===== config.mk =====
export PLATFORM = sky130hd
export DESIGN_NAME = uart_rx_param
export DESIGN_NICKNAME = d
export VERILOG_FILES = /design/src/rtl/uart_pkg.sv /design/src/rtl/uart_rx_sync.sv /design/src/rtl/uart_rx_param.sv
export SDC_FILE = /design/constraint.sdc
export NUM_CORES = 1
export LEC_CHECK = 0
export BUFFER_PORTS_ARGS = -buffer_cell sky130_fd_sc_hd__buf_2
export CAP_MARGIN = 20
export CORE_UTILIZATION = 35
export CTS_CLUSTER_SIZE = 28
export DETAILED_ROUTE_END_ITERATION = 16
export HOLD_SLACK_MARGIN = 0.08
export RECOVER_POWER = 25
export SKIP_LAST_GASP = 1
export SYNTH_ARGS = -nofsm -noshare
export SYNTH_HDL_FRONTEND = slang
export SYNTH_SLANG_ARGS = --single-unit

===== constraint.sdc =====
create_clock -name tick -period 2.2 [get_ports tick]
set_clock_uncertainty 0.05 [all_clocks]
set_input_delay 0.22 -clock tick [delete_from_list [all_inputs] [get_ports tick]]
set_output_delay 0.22 -clock tick [all_outputs]
set_load 0.1 [all_outputs]

===== src/rtl/uart_pkg.sv =====
// Shared types and constants for the parametrised UART receiver.
package uart_pkg;

    typedef enum logic [2:0] {
        IDLE,
        START,
        DATA,
        PARITY,
        STOP
    } uart_rx_state_t;

    localparam int PARITY_NONE = 0;
    localparam int PARITY_EVEN = 1;
    localparam int PARITY_ODD  = 2;

    function automatic int sample_cnt_w(input int oversample);
        return $clog2(oversample);
    endfunction

endpackage


===== src/rtl/uart_rx_sync.sv =====
// Two-flop synchroniser for an idle-high serial line; both flops reset to 1.
module uart_rx_sync (
    input  logic clk,
    input  logic reset,
    input  logic d,
    output logic q
);

    logic meta;

    always_ff @(posedge clk) begin
        if (reset) begin
            meta <= 1'b1;
            q    <= 1'b1;
        end else begin
            meta <= d;
            q    <= meta;
        end
    end

endmodule


===== src/rtl/uart_rx_param.sv =====
// Parametrised UART receiver with parity/framing/overrun reporting and valid/ack output.
// Optional: define RX_MAJORITY_VOTE_EN for 2-of-3 voting around every sample point.
module uart_rx_param
    import uart_pkg::*;
#(
    parameter int DATA_BITS   = 8,
    parameter int OVERSAMPLE  = 16,
    parameter int PARITY_MODE = 0,
    parameter int STOP_BITS   = 1
) (
    input  logic                 tick,
    input  logic                 reset,
    input  logic                 rx,
    output logic [DATA_BITS-1:0] data,
    output logic                 valid,
    input  logic                 ack,
    output logic                 parity_err,
    output logic                 frame_err,
    output logic                 overrun,
    output logic                 busy
);

    localparam int SCW = sample_cnt_w(OVERSAMPLE);
    localparam int BCW = $clog2(DATA_BITS + 1);

    localparam logic [SCW-1:0] HALF_M1   = SCW'(OVERSAMPLE / 2 - 1);
    localparam logic [SCW-1:0] FULL_M1   = SCW'(OVERSAMPLE - 1);
    localparam logic [BCW-1:0] LAST_BIT  = BCW'(DATA_BITS - 1);
    localparam logic [BCW-1:0] LAST_STOP = BCW'(STOP_BITS - 1);
    localparam logic           ODD_PAR   = (PARITY_MODE == PARITY_ODD);

    logic rx_s;
    logic line;

    uart_rx_sync u_sync (
        .clk   (tick),
        .reset (reset),
        .d     (rx),
        .q     (rx_s)
    );

`ifdef RX_MAJORITY_VOTE_EN
    // The vote covers rx_s at t-2, t-1, t, so every decision lands one cycle late.
    logic [1:0] vote_q;

    always_ff @(posedge tick) begin
        if (reset) vote_q <= 2'b11;
        else       vote_q <= {vote_q[0], rx_s};
    end

    assign line = (rx_s & vote_q[0]) | (rx_s & vote_q[1]) | (vote_q[0] & vote_q[1]);
`else
    assign line = rx_s;
`endif

    uart_rx_state_t        state, state_nx;
    logic [SCW-1:0]        sample_cnt, cnt_nx;
    logic [BCW-1:0]        bit_cnt, bit_nx;
    logic [DATA_BITS-1:0]  shreg, sh_nx;
    logic                  perr_acc, perr_nx;
    logic                  ferr_acc, ferr_nx;
    logic                  done;

    always_ff @(posedge tick) begin
        if (reset) begin
            state      <= IDLE;
            sample_cnt <= '0;
            bit_cnt    <= '0;
            shreg      <= '0;
            perr_acc   <= 1'b0;
            ferr_acc   <= 1'b0;
        end else begin
            state      <= state_nx;
            sample_cnt <= cnt_nx;
            bit_cnt    <= bit_nx;
            shreg      <= sh_nx;
            perr_acc   <= perr_nx;
            ferr_acc   <= ferr_nx;
        end
    end

    always_comb begin
        state_nx = state;
        cnt_nx   = sample_cnt;
        bit_nx   = bit_cnt;
        sh_nx    = shreg;
        perr_nx  = perr_acc;
        ferr_nx  = ferr_acc;
        done     = 1'b0;
        case (state)
            IDLE: begin
                cnt_nx  = '0;
                bit_nx  = '0;
                perr_nx = 1'b0;
                ferr_nx = 1'b0;
                if (!line) state_nx = START;
            end
            START: begin
                if (sample_cnt == HALF_M1) begin
                    cnt_nx   = '0;
                    state_nx = line ? IDLE : DATA;
                end else begin
                    cnt_nx = sample_cnt + 1'b1;
                end
            end
            DATA: begin
                if (sample_cnt == FULL_M1) begin
                    cnt_nx = '0;
                    // LSB arrives first, so shift right with new bits entering at the top
                    sh_nx  = {line, shreg[DATA_BITS-1:1]};
                    if (bit_cnt == LAST_BIT) begin
                        bit_nx   = '0;
                        state_nx = (PARITY_MODE != PARITY_NONE) ? PARITY : STOP;
                    end else begin
                        bit_nx = bit_cnt + 1'b1;
                    end
                end else begin
                    cnt_nx = sample_cnt + 1'b1;
                end
            end
            PARITY: begin
                if (sample_cnt == FULL_M1) begin
                    cnt_nx   = '0;
                    perr_nx  = (^shreg) ^ line ^ ODD_PAR;
                    state_nx = STOP;
                end else begin
                    cnt_nx = sample_cnt + 1'b1;
                end
            end
            STOP: begin
                if (sample_cnt == FULL_M1) begin
                    cnt_nx  = '0;
                    ferr_nx = ferr_acc | ~line;
                    if (bit_cnt == LAST_STOP) begin
                        bit_nx   = '0;
                        done     = 1'b1;
                        state_nx = IDLE;
                    end else begin
                        bit_nx = bit_cnt + 1'b1;
                    end
                end else begin
                    cnt_nx = sample_cnt + 1'b1;
                end
            end
            default: state_nx = IDLE;
        endcase
    end

    // Output handshake: a completed frame commits only if the slot is free or being freed.
    always_ff @(posedge tick) begin
        if (reset) begin
            data       <= '0;
            valid      <= 1'b0;
            parity_err <= 1'b0;
            frame_err  <= 1'b0;
            overrun    <= 1'b0;
        end else begin
            if (done && (!valid || ack)) begin
                data       <= shreg;
                parity_err <= perr_acc;
                frame_err  <= ferr_nx;
                valid      <= 1'b1;
            end else if (valid && ack) begin
                valid <= 1'b0;
            end

            if (done && valid && !ack) overrun <= 1'b1;
            else if (valid && ack)     overrun <= 1'b0;
        end
    end

    assign busy = (state != IDLE);

endmodule


=== Word-level counts from Yosys, hierarchy flattened ===
Cells that the tools add are included.

* ROM bits: 0
* Register bits: 35
* Memories: 0
* Input bits: 4
* Memory bits (writable): 0
* Logic and storage cells: 80
* Latch bits: 0

* Equality and inequality tests: 14
* Divide/modulo/power cells: 0
* $add $sub $neg: 2
* Shift-type cells: 0
* Mux-type cells: 27
* Reduce and logical (&&, ||, !) cells: 21
* $lt $le $gt $ge: 0
* Bitwise logic cells: 3
* Multiply operators: 0

{| class="wikitable"
|+ Operators by type and width
! kind !! number
|-
| 4-bit two-way mux || 6
|-
| 4-bit case mux with 3 select lines || 2
|-
| 3-bit two-way mux || 7
|-
| 3-bit case mux with 5 select lines || 1
|-
| 2-bit inequality test (second input constant) || 7
|-
| 3-bit nonzero test || 3
|-
| 4-bit by 1-bit adder with 4-bit output (second input constant) || 2
|-
| 4-bit by 3-bit equality test with 1-bit output (second input constant) || 2
|-
| 1-bit two-way mux || 8
|-
| 8-bit parity || 1
|-
| 7-bit AND reduction || 1
|-
| 3-bit by 2-bit equality test with 1-bit output (second input constant) || 2
|-
| 2-bit nonzero test || 3
|-
| 4-bit equality test (second input constant) || 1
|-
| 1-bit logical AND || 4
|-
| 4-bit logical NOT || 1
|-
| 1-bit case mux with 2 select lines || 2
|-
| 2-bit AND reduction || 2
|-
| 3-bit by 1-bit equality test with 1-bit output (second input constant) || 1
|-
| 3-bit equality test (second input constant) || 1
|-
| 3-bit logical NOT || 1
|-
| 3-bit AND reduction || 1
|-
| 3-bit OR reduction || 1
|-
| 1-bit logical NOT || 2
|-
| 5 further kinds || 5
|}

=== Longest topological paths before layout ===
Gate-level depths: netlist (run 1).

* Depth in word-level cells: 7
* Gate-level depth with buffers: 7
* Mapped depth without buffers: 6

=== Hierarchy ===
From an unflattened synthesis (run 1), not the netlist that was laid out.

* Cells, all modules: 189
* Area total of the unflattened synthesis: 1684.1 um2

{| class="wikitable"
|+ Modules (own cells, without submodules)
! module !! area each (um2) !! instances !! cells each
|-
| uart_rx_param || 1631.6 || 1 || 185
|-
| uart_rx_sync || 52.6 || 1 || 4
|}

=== Worst setup path before layout (run 1) ===
OpenSTA, ideal clock, no wires.

* Path type: reg-to-reg
* Start point: register state[2]
* End point: register sample_cnt[3]
* Buffers on the path: 1
* Slack: 0.106 ns
* Stages on the path, launching flop included: 7
* Data required time: 2.076 ns
* Period minus slack after synthesis: 2.094 ns
* Library setup time: 0.074 ns
* Arrival time: 1.970 ns
* Path through: dfxtp_1 > buf_2 > nor3_1 > inv_1 > nand2_1 > or4_1 > a31oi_1

* Cells in the longest elaborated chain, start to end: 3
* Elaborated cells between the ends (all ways): 8
* Those cells by class: eq/ne (4); mux (1); reduce/logical (3)

{| class="wikitable"
|+ Ends and longest elaborated chain
! what !! RTL line !! RTL
|-
| from (decl) || uart_rx_param.sv:56 || <nowiki>uart_rx_state_t state, state_nx;</nowiki>
|-
| from (signal assigned) || uart_rx_param.sv:73 || <nowiki>state <= state_nx;</nowiki>
|-
| 3-bit equality test or 3-bit by 2-bit equality test with 1-bit output (tied branches) || uart_rx_param.sv:90 || <nowiki>case (state)</nowiki>
|-
| 3-bit OR reduction (no line) || n/a ||
|-
| 4-bit case mux with 3 select lines or 3-bit nonzero test (tied branches) || n/a ||
|-
| to (signal assigned) || uart_rx_param.sv:74 || <nowiki>sample_cnt <= cnt_nx;</nowiki>
|-
| to (decl) || uart_rx_param.sv:57 || <nowiki>logic [SCW-1:0] sample_cnt, cnt_nx;</nowiki>
|}

Several ways; a longest one is shown, not always the timed one.
A chain may end at the register's enable or synchronous reset.

=== Worst setup path in the final report (run 1) ===
* Start point: register state[1]
* End point: output port busy

* Cells in the longest elaborated chain, start to end: 1

{| class="wikitable"
|+ Ends and longest elaborated chain
! what !! RTL line !! RTL
|-
| 3-bit nonzero test || uart_rx_param.sv:172 || <nowiki>assign busy = (state != IDLE);</nowiki>
|-
| to (decl) || uart_rx_param.sv:20 || <nowiki>output logic busy</nowiki>
|}

No other way between the ends.

==> tab_implementation.tex, run 1 <==
\begin{tabular}{lr}
\hline
Metric & Value \\
\hline
\multicolumn{2}{l}{\textbf{Global routing}} \\
Wire length of the first global-routing pass & 5754 um \\
Met3 capacity usage during global routing & roughly 3.4\% \\
Pin count of the biggest net entering global routing & 35 \\
Met1 track demand over resource in global routing & 19.61\% \\
Initial antenna violation count & 0 \\
Most heavily used metal layer in global routing & met2 \\
Vias in the first global route & 1273 \\
Fraction of met2 tracks used by global routing & 22.22\% \\
Global Route Usage Sum & 14.47\% \\
Leftover overflow at the end of global routing & 0 \\
\multicolumn{2}{l}{\textbf{Layout}} \\
Most frequent standard cell in the layout excluding fill and tap cells & sky130\_fd\_sc\_hd\_\_dfxtp\_1 \\
Fraction of layout instances using a drive strength above 1 & between 10\% and 20\% \\
Final Instance Area & 1911 sq um \\
Fillcell total & between 400 and 500 \\
\# nets final & 215 \\
Final Instance Count excl. Fillers & 260 \\
Leading cell types in the layout, fill and taps excluded & sky130\_fd\_sc\_hd\_\_dfxtp\_1 (35), sky130\_fd\_sc\_hd\_\_nor2\_1 (23), sky130\_fd\_sc\_hd\_\_mux2i\_1 (19) \\
Antenna cell count & 0 \\
Area growth from synthesis to final layout & 12.53\% \\
Final design utilization & 42.42\% \\
\multicolumn{2}{l}{\textbf{Die}} \\
Die Span X & 71.65 um \\
Standard cell core area & 4504 sq um \\
Die Outline Area & 5134 sq um \\
Row count & 24 \\
Effective utilization at floorplan & 37.69\% \\
Height of the die & 71.65 um \\
Ports & 17 \\
\multicolumn{2}{l}{\textbf{Synth}} \\
Predominant post-synthesis flop cell & sky130\_fd\_sc\_hd\_\_dfxtp\_1 \\
Async S/R FF share, synth & 0\% \\
Post-Synth Simple-Gate Area & 23.73\% \\
Cell area after technology mapping & 1698 sq um \\
Proportion of synthesized area in mux cells & 11.86\% \\
Sequential area share after synthesis & roughly 41\% \\
Count of flip-flops with a built-in enable after synthesis & 0 \\
Synth warnings & 0 \\
Synthesized net count & 198 \\
Adder-cell share of the synthesized area & about 3.4\% \\
Number of distinct standard cells referenced by the synthesized netlist & 42 \\
Share of the synthesized area in compound gates (AO/OA/AOI/OAI) & 10.61\% \\
Combinational family with the most area after synthesis & simple AND/OR/NAND/NOR gates \\
Avg Cell Area, Syn & 8.889 sq um \\
Share of the synthesized netlist area taken by xor and xnor gates & 3.906\% \\
Total of flip-flops plus latches after synthesis & 35 \\
Cells after Synth & 191 \\
\multicolumn{2}{l}{\textbf{Timing}} \\
Worst Hold Margin & roughly 0.090 ns \\
Setup repair after global routing missed its margin & false \\
Tmin final & 1.971 ns \\
Slew HR & 22.63\% \\
Final setup viols & 0 \\
Total count of max-transition violations in the final report & 0 \\
Total negative setup slack & 0 ns \\
Maximum operating frequency & just over 500 MHz \\
Number of endpoints with negative hold slack in the final report & 0 \\
Transition time of the tightest slew-check pin & 1.165 ns \\
Part of the cycle the worst path needs & 89.58\% \\
Final worst setup slack & 0.2293 ns \\
\multicolumn{2}{l}{\textbf{Clock tree}} \\
CTS tree & built \\
Clock latency at the later pin of the worst-skew pair & 0.28 ns \\
Clock root buffer master & sky130\_fd\_sc\_hd\_\_clkbuf\_8 \\
Num CTS Buffers & 5 \\
Number of clock sinks & 35 \\
Count of cells resized by post-cts repair & 0 \\
\# H-tree levels & 2 \\
Clock transition time at the flip-flop clock pins of the worst setup and hold paths & 0.07 ns \\
Buffers from clock root to sink, at most & 2 \\
\multicolumn{2}{l}{\textbf{Worst setup path}} \\
Worst reg2reg path depth & 5 \\
Setup slack of the most critical reg-to-reg path & 0.31 ns \\
Crit path buf inv count & 2 \\
Cells traversed along the worst timing path & nor3\_1 > inv\_1 > buf\_2 \\
Reg-to-Reg End & sample\_cnt[3]\$\_SDFFE\_PP0P\_ \\
Critical Path Sink Type & primary output \\
Slowest cell on the critical path & sky130\_fd\_sc\_hd\_\_nor3\_1 \\
Required time of the worst setup path & 1.93 ns \\
Data arrival time of the worst path & 1.70 ns \\
Kind of launch point of the worst setup path & flop \\
Max Fanout on Critical Path & 12 \\
Worst Path Class, Setup & reg2out \\
Startpoint of the worst-slack reg-to-reg timing path & sample\_cnt[0]\$\_SDFFE\_PP0P\_ \\
Kind of cell adding the most delay to the critical path & buffers and inverters \\
Delay of the slowest cell on the worst path & 0.49 ns \\
\multicolumn{2}{l}{\textbf{Min path}} \\
Worst hold path stage count & 2 \\
Endpoint of the worst hold path & overrun\$\_SDFFE\_PP0P\_ \\
Class of the tightest hold or removal check & in2reg \\
Source of the worst hold timing path & ack \\
\multicolumn{2}{l}{\textbf{Pwr}} \\
Power Density & 600.6 nW/um\^{}2 \\
VDD IR max & 0.0003381 V \\
Overall power & between 1 and 1.5 mW \\
Leakage power of the design & between 0.8 and 0.9 nW \\
\multicolumn{2}{l}{\textbf{Placed design}} \\
Placed cell area & approximately 1800 sq um \\
Gp weighted congestion & 0.7318 \\
Worst setup timing slack at the placement stage & 0.3203 ns \\
Number of cells in the design after placement & $\sim$250 \\
Placed wire-length estimate & around 2300 um \\
Count of port buffers added during placement & 16 \\
\multicolumn{2}{l}{\textbf{Outcome}} \\
Status & completed \\
\multicolumn{2}{l}{\textbf{Drt}} \\
Vias per std cell & 5.281 \\
Remaining routing DRC violations & 0 \\
Routed Wire Length & 3330 um \\
DRT Pass-1 Iters & 4 \\
Count of routing violations after the opening detailed-route iteration & between 80 and 90 \\
WL/cell & 12.81 um \\
Post-detailed-route count of antenna-violating nets & 0 \\
Via count & 1373 \\
\multicolumn{2}{l}{\textbf{Flow run}} \\
Maxcap violations & 0 \\
\hline
\end{tabular}
per-layer routing:
metal | wire, um | part of all wire, % | vias to the layer above
met5 | 0 | 0 | -
met1 | 1746 | 52 | 640
met4 | 54 | 1.6 | 0
li1 | - | - | 708
met2 | 1425 | 43 | 20
met3 | 103 | 3.1 | 5
report_power, final:
part           internal, mW  total (mW)  switching (mW)
Sequential            0.636       0.640         0.00358
Clock                 0.246       0.468           0.222
Combinational        0.0130      0.0399          0.0268
registers in the layout, indices dropped and copies added, names as in the netlist, 3 cells and up:
register,cells
bit_cnt,4
sample_cnt,4
shreg,8
state,3
data,8
final cells by class:
cell class,count,area (sq um),area share (%)
clock buffers,6,82.58,4.322
repair buffers,23,122.6,6.418
flip-flops and latches,35,700.7,36.67
well taps,52,65.06,3.405
clock inverters,1,5.005,0.2620
multi-input cells,136,908.4,47.54
inverters,7,26.28,1.375
Yosys cell counts (2+ instances only):
master | instances | area [sq um]
sky130_fd_sc_hd__dfxtp_1 | 35 | 700.7
sky130_fd_sc_hd__nor2_1 | 23 | 86.33
sky130_fd_sc_hd__mux2i_1 | 19 | 190.2
sky130_fd_sc_hd__nand2_1 | 14 | 52.55
sky130_fd_sc_hd__a21oi_1 | 10 | 50.05
sky130_fd_sc_hd__clkbuf_1 | 7 | 26.28
sky130_fd_sc_hd__inv_1 | 7 | 26.28
sky130_fd_sc_hd__nor3_1 | 7 | 35.03
sky130_fd_sc_hd__buf_2 | 5 | 25.02
sky130_fd_sc_hd__nand3_1 | 5 | 25.02
sky130_fd_sc_hd__o21ai_0 | 4 | 20.02
sky130_fd_sc_hd__o22ai_1 | 4 | 25.02
sky130_fd_sc_hd__ha_1 | 3 | 37.54
sky130_fd_sc_hd__nand3b_1 | 3 | 22.52
sky130_fd_sc_hd__nand4_1 | 3 | 18.77
sky130_fd_sc_hd__nand4b_1 | 3 | 26.28
sky130_fd_sc_hd__or2_2 | 3 | 18.77
sky130_fd_sc_hd__xnor2_1 | 3 | 26.28
sky130_fd_sc_hd__a211oi_1 | 2 | 15.01
sky130_fd_sc_hd__a31oi_1 | 2 | 12.51
sky130_fd_sc_hd__maj3_1 | 2 | 20.02
sky130_fd_sc_hd__nand2b_1 | 2 | 12.51
sky130_fd_sc_hd__nor3b_1 | 2 | 15.01
sky130_fd_sc_hd__o21a_1 | 2 | 15.01
sky130_fd_sc_hd__or3b_1 | 2 | 17.52
sky130_fd_sc_hd__or4_1 | 2 | 15.01
sky130_fd_sc_hd__xor2_1 | 2 | 17.52
worst max path at each step:
stage | cells past startpoint | endpoint | from | slack [ns]
floorplan | 6 | sample_cnt[3]$_SDFFE_PP0P_ | state[2]$_SDFFE_PP0P_ | 0.11
global placement | 5 | sample_cnt[3]$_SDFFE_PP0P_ | sample_cnt[0]$_SDFFE_PP0P_ | 0.34
detailed placement | 5 | sample_cnt[3]$_SDFFE_PP0P_ | sample_cnt[0]$_SDFFE_PP0P_ | 0.32
CTS | 3 | busy | state[2]$_SDFFE_PP0P_ | 0.21
global route | 3 | busy | state[2]$_SDFFE_PP0P_ | 0.08
finish | 3 | busy | state[1]$_SDFFE_PP0P_ | 0.23
cell families (layout without fill, tap and decap cells):
group                      Yosys count  in the layout
adders and majority gates            5              5
xor gates and xnor gates             6              6
muxes                               20             20
and+or+nand+nor                     76             76
DFF                                 35             35
AOI/OAI and AO/OA                   29             29
buffers and inverters               20             37
what timing repair did:
item / CTS / global route
setup buffers: 0 / 0
hold endpoints to repair: 1 / 0
hold buffers: 1 / 0
endpoints found under the setup margin: 0 / 0
Note: power is estimated with default switching activity, not from simulation.
==> run 2, diff against run 1 <==
--- a/config.mk
+++ b/config.mk
@@ -8,8 +8,9 @@
 export BUFFER_PORTS_ARGS = -buffer_cell sky130_fd_sc_hd__buf_2
 export CAP_MARGIN = 20
-export CORE_UTILIZATION = 35
+export CORE_UTILIZATION = 55
 export CTS_CLUSTER_SIZE = 28
 export DETAILED_ROUTE_END_ITERATION = 16
 export HOLD_SLACK_MARGIN = 0.08
+export PLACE_DENSITY = 0.75
 export RECOVER_POWER = 25
 export SKIP_LAST_GASP = 1
==> constraint.sdc (replaced) <==
create_clock -name tick -period 2.2 [get_ports tick]
set_clock_uncertainty 0.05 [all_clocks]
set_input_delay 0.33 -clock tick [delete_from_list [all_inputs] [get_ports tick]]
set_output_delay 0.33 -clock tick [all_outputs]
set_load 0.1 [all_outputs]
==> run 2 against run 1 <==
  * Combinational power decreased by 2%
  * Sequential cell count unchanged
  * Cell count decreased by 8.5%
  * Critical endpoint unchanged
  * Largest power group unchanged
  * Register-to-register slack got worse by 0.05 ns
==> tab_implementation.tex, run 2 (same netlist as run 1, synthesis figures left out) <==
\begin{tabular}{lr}
\hline
Metric & Value \\
\hline
\multicolumn{2}{l}{\textbf{Outcome}} \\
Status & completed \\
\multicolumn{2}{l}{\textbf{Global routing}} \\
Global Route Usage Sum & 23.45\% (+9.0 points) \\
Wire length of the first global-routing pass & 5782 um (+0.49\%) \\
Pin count of the biggest net entering global routing & 27 (-23\%) \\
Vias in the first global route & 1301 (+2.2\%) \\
Leftover overflow at the end of global routing & 0 (unchanged) \\
Initial antenna violation count & 0 (unchanged) \\
\multicolumn{2}{l}{\textbf{Layout}} \\
Most frequent standard cell in the layout excluding fill and tap cells & sky130\_fd\_sc\_hd\_\_dfxtp\_1 \\
Biggest registers after layout & data x8, shreg x8 \\
Final Instance Area & 1841 sq um (-3.7\%) \\
\# nets final & 213 (-0.93\%) \\
Leading cell types in the layout, fill and taps excluded & sky130\_fd\_sc\_hd\_\_dfxtp\_1 (35), sky130\_fd\_sc\_hd\_\_nor2\_1 (23), sky130\_fd\_sc\_hd\_\_mux2i\_1 (19) \\
Final Instance Count excl. Fillers & 238 (-8.5\%) \\
Antenna cell count & 0 (unchanged) \\
Fillcell total & 254 (-44\%) \\
Final design utilization & 65.06\% (+23 points) \\
Area growth from synthesis to final layout & 8.401\% \\
Fraction of layout instances using a drive strength above 1 & 13.04\% (+1.0 points) \\
\multicolumn{2}{l}{\textbf{Timing}} \\
Part of the cycle the worst path needs & 95.41\% (+5.8 points) \\
Maximum operating frequency & 476.4 MHz (-6.1\%) \\
Transition time of the tightest slew-check pin & 1.164 ns (-0.001038 ns) \\
Final setup viols & 0 (unchanged) \\
Setup repair after global routing missed its margin & false \\
Slew HR & 22.70\% (+0.069 points) \\
Total negative setup slack & 0 ns (unchanged) \\
Worst Hold Margin & 0.1172 ns (+0.02702 ns) \\
Total count of max-transition violations in the final report & 0 (unchanged) \\
Tmin final & 2.099 ns (+0.1283 ns) \\
Final worst setup slack & 0.1010 ns (-0.1283 ns) \\
Number of endpoints with negative hold slack in the final report & 0 (unchanged) \\
\multicolumn{2}{l}{\textbf{Die}} \\
Ports & 17 (unchanged) \\
Die Span X & 57.56 um (-20\%) \\
Die Outline Area & 3313 sq um (-35\%) \\
Height of the die & 57.56 um (-20\%) \\
Standard cell core area & 2829 sq um (-37\%) \\
Row count & 19 (-21\%) \\
Effective utilization at floorplan & 60.02\% (+22 points) \\
\multicolumn{2}{l}{\textbf{Worst setup path}} \\
Max Fanout on Critical Path & 17 (+5) \\
Required time of the worst setup path & 1.82 ns (-0.11 ns) \\
Startpoint of the worst-slack reg-to-reg timing path & state[2]\$\_SDFFE\_PP0P\_ \\
First element of the critical path & state[2]\$\_SDFFE\_PP0P\_ \\
Critical Path Sink Type & primary output \\
Worst Path Class, Setup & reg2out \\
Data arrival time of the worst path & 1.72 ns (+0.02 ns) \\
Kind of launch point of the worst setup path & flop \\
\multicolumn{2}{l}{\textbf{Clock tree}} \\
Clock latency at the later pin of the worst-skew pair & 0.35 ns (+0.07 ns) \\
Num CTS Buffers & 5 (unchanged) \\
Number of clock sinks & 35 (unchanged) \\
Clock root buffer master & sky130\_fd\_sc\_hd\_\_clkbuf\_4 \\
\# H-tree levels & 2 (unchanged) \\
CTS tree & built \\
Clock transition time at the flip-flop clock pins of the worst setup and hold paths & 0.10 ns (+0.03 ns) \\
Buffers from clock root to sink, at most & 2 (unchanged) \\
\multicolumn{2}{l}{\textbf{Pwr}} \\
Overall power & 1.027 mW (-10\%) \\
Power Density & 558.2 nW/um\^{}2 (-7.1\%) \\
Leakage power of the design & 0.7948 nW (-2.5\%) \\
VDD IR max & 0.0004316 V (+28\%) \\
\multicolumn{2}{l}{\textbf{Placed design}} \\
Placed wire-length estimate & 2431 um (+4.3\%) \\
Gp weighted congestion & 0.8076 (+10\%) \\
Worst setup timing slack at the placement stage & 0.3181 ns (-0.002165 ns) \\
Number of cells in the design after placement & 230 (-8.7\%) \\
Count of port buffers added during placement & 16 (unchanged) \\
Placed cell area & 1792 sq um (-1.9\%) \\
\multicolumn{2}{l}{\textbf{Drt}} \\
DRT Pass-1 Iters & 5 (+1) \\
Remaining routing DRC violations & 0 (unchanged) \\
Count of routing violations after the opening detailed-route iteration & 64 (-26\%) \\
Post-detailed-route count of antenna-violating nets & 0 (unchanged) \\
Vias per std cell & 6.071 (+15\%) \\
WL/cell & 14.42 um (+13\%) \\
Via count & 1445 (+5.2\%) \\
Routed Wire Length & 3432 um (+3.1\%) \\
\multicolumn{2}{l}{\textbf{Flow run}} \\
Maxcap violations & 0 (unchanged) \\
\multicolumn{2}{l}{\textbf{Min path}} \\
Class of the tightest hold or removal check & in2reg \\
Source of the worst hold timing path & rx \\
\hline
\end{tabular}
## run 2: worst paths after layout
path                                                to  slack (ns)  depth (start not counted)
worst max register to register   state[1]$_SDFFE_PP0P_        0.26                          4
worst max-delay path                              busy        0.10                          3
worst min register to register     u_sync.q$_SDFF_PP1_        0.38                          1
worst min-delay path            u_sync.meta$_SDFF_PP1_        0.12                          2
## run 2: timing repair
| action | 4_1_cts | 5_1_grt |
|---|---|---|
| setup buffers | 0 | 0 |
| resized for setup | 1 | 0 |
| hold buffers | 0 | 0 |
| endpoints found under the setup margin | 1 | 0 |
## run 2: cell type report
class / instances / area (sq um) / share of cell area (%)
multi-input combinational: 136 / 913.4 / 49.63
sequential: 35 / 700.7 / 38.07
timing repair buffer: 21 / 103.9 / 5.642
tap: 31 / 38.79 / 2.107
clock buffer: 5 / 37.54 / 2.039
inverter: 7 / 26.28 / 1.428
clock inverter: 3 / 20.02 / 1.088
## run 2: power by group
group	internal (mW)	total, mW	leakage [nW]	switching (mW)
sequential	0.636	0.639	0.282	0.00331
clock	0.122	0.349	0.0272	0.227
combinational	0.0114	0.0393	0.485	0.0279
## run 2: per-layer routing
layer	GRT usage (%)	vias to the layer above	part of all wire, %
met4	15.33	0	2.1
li1	-	703	-
met3	6.122	9	6.1
met5	0	-	0
met2	36.21	43	48
met1	28.82	690	44
## run 2: critical path, stage by stage (launching register included)
cell                      delay, ns
sky130_fd_sc_hd__dfxtp_1       0.65
sky130_fd_sc_hd__nor3_2        0.15
sky130_fd_sc_hd__inv_1         0.13
sky130_fd_sc_hd__buf_2         0.44
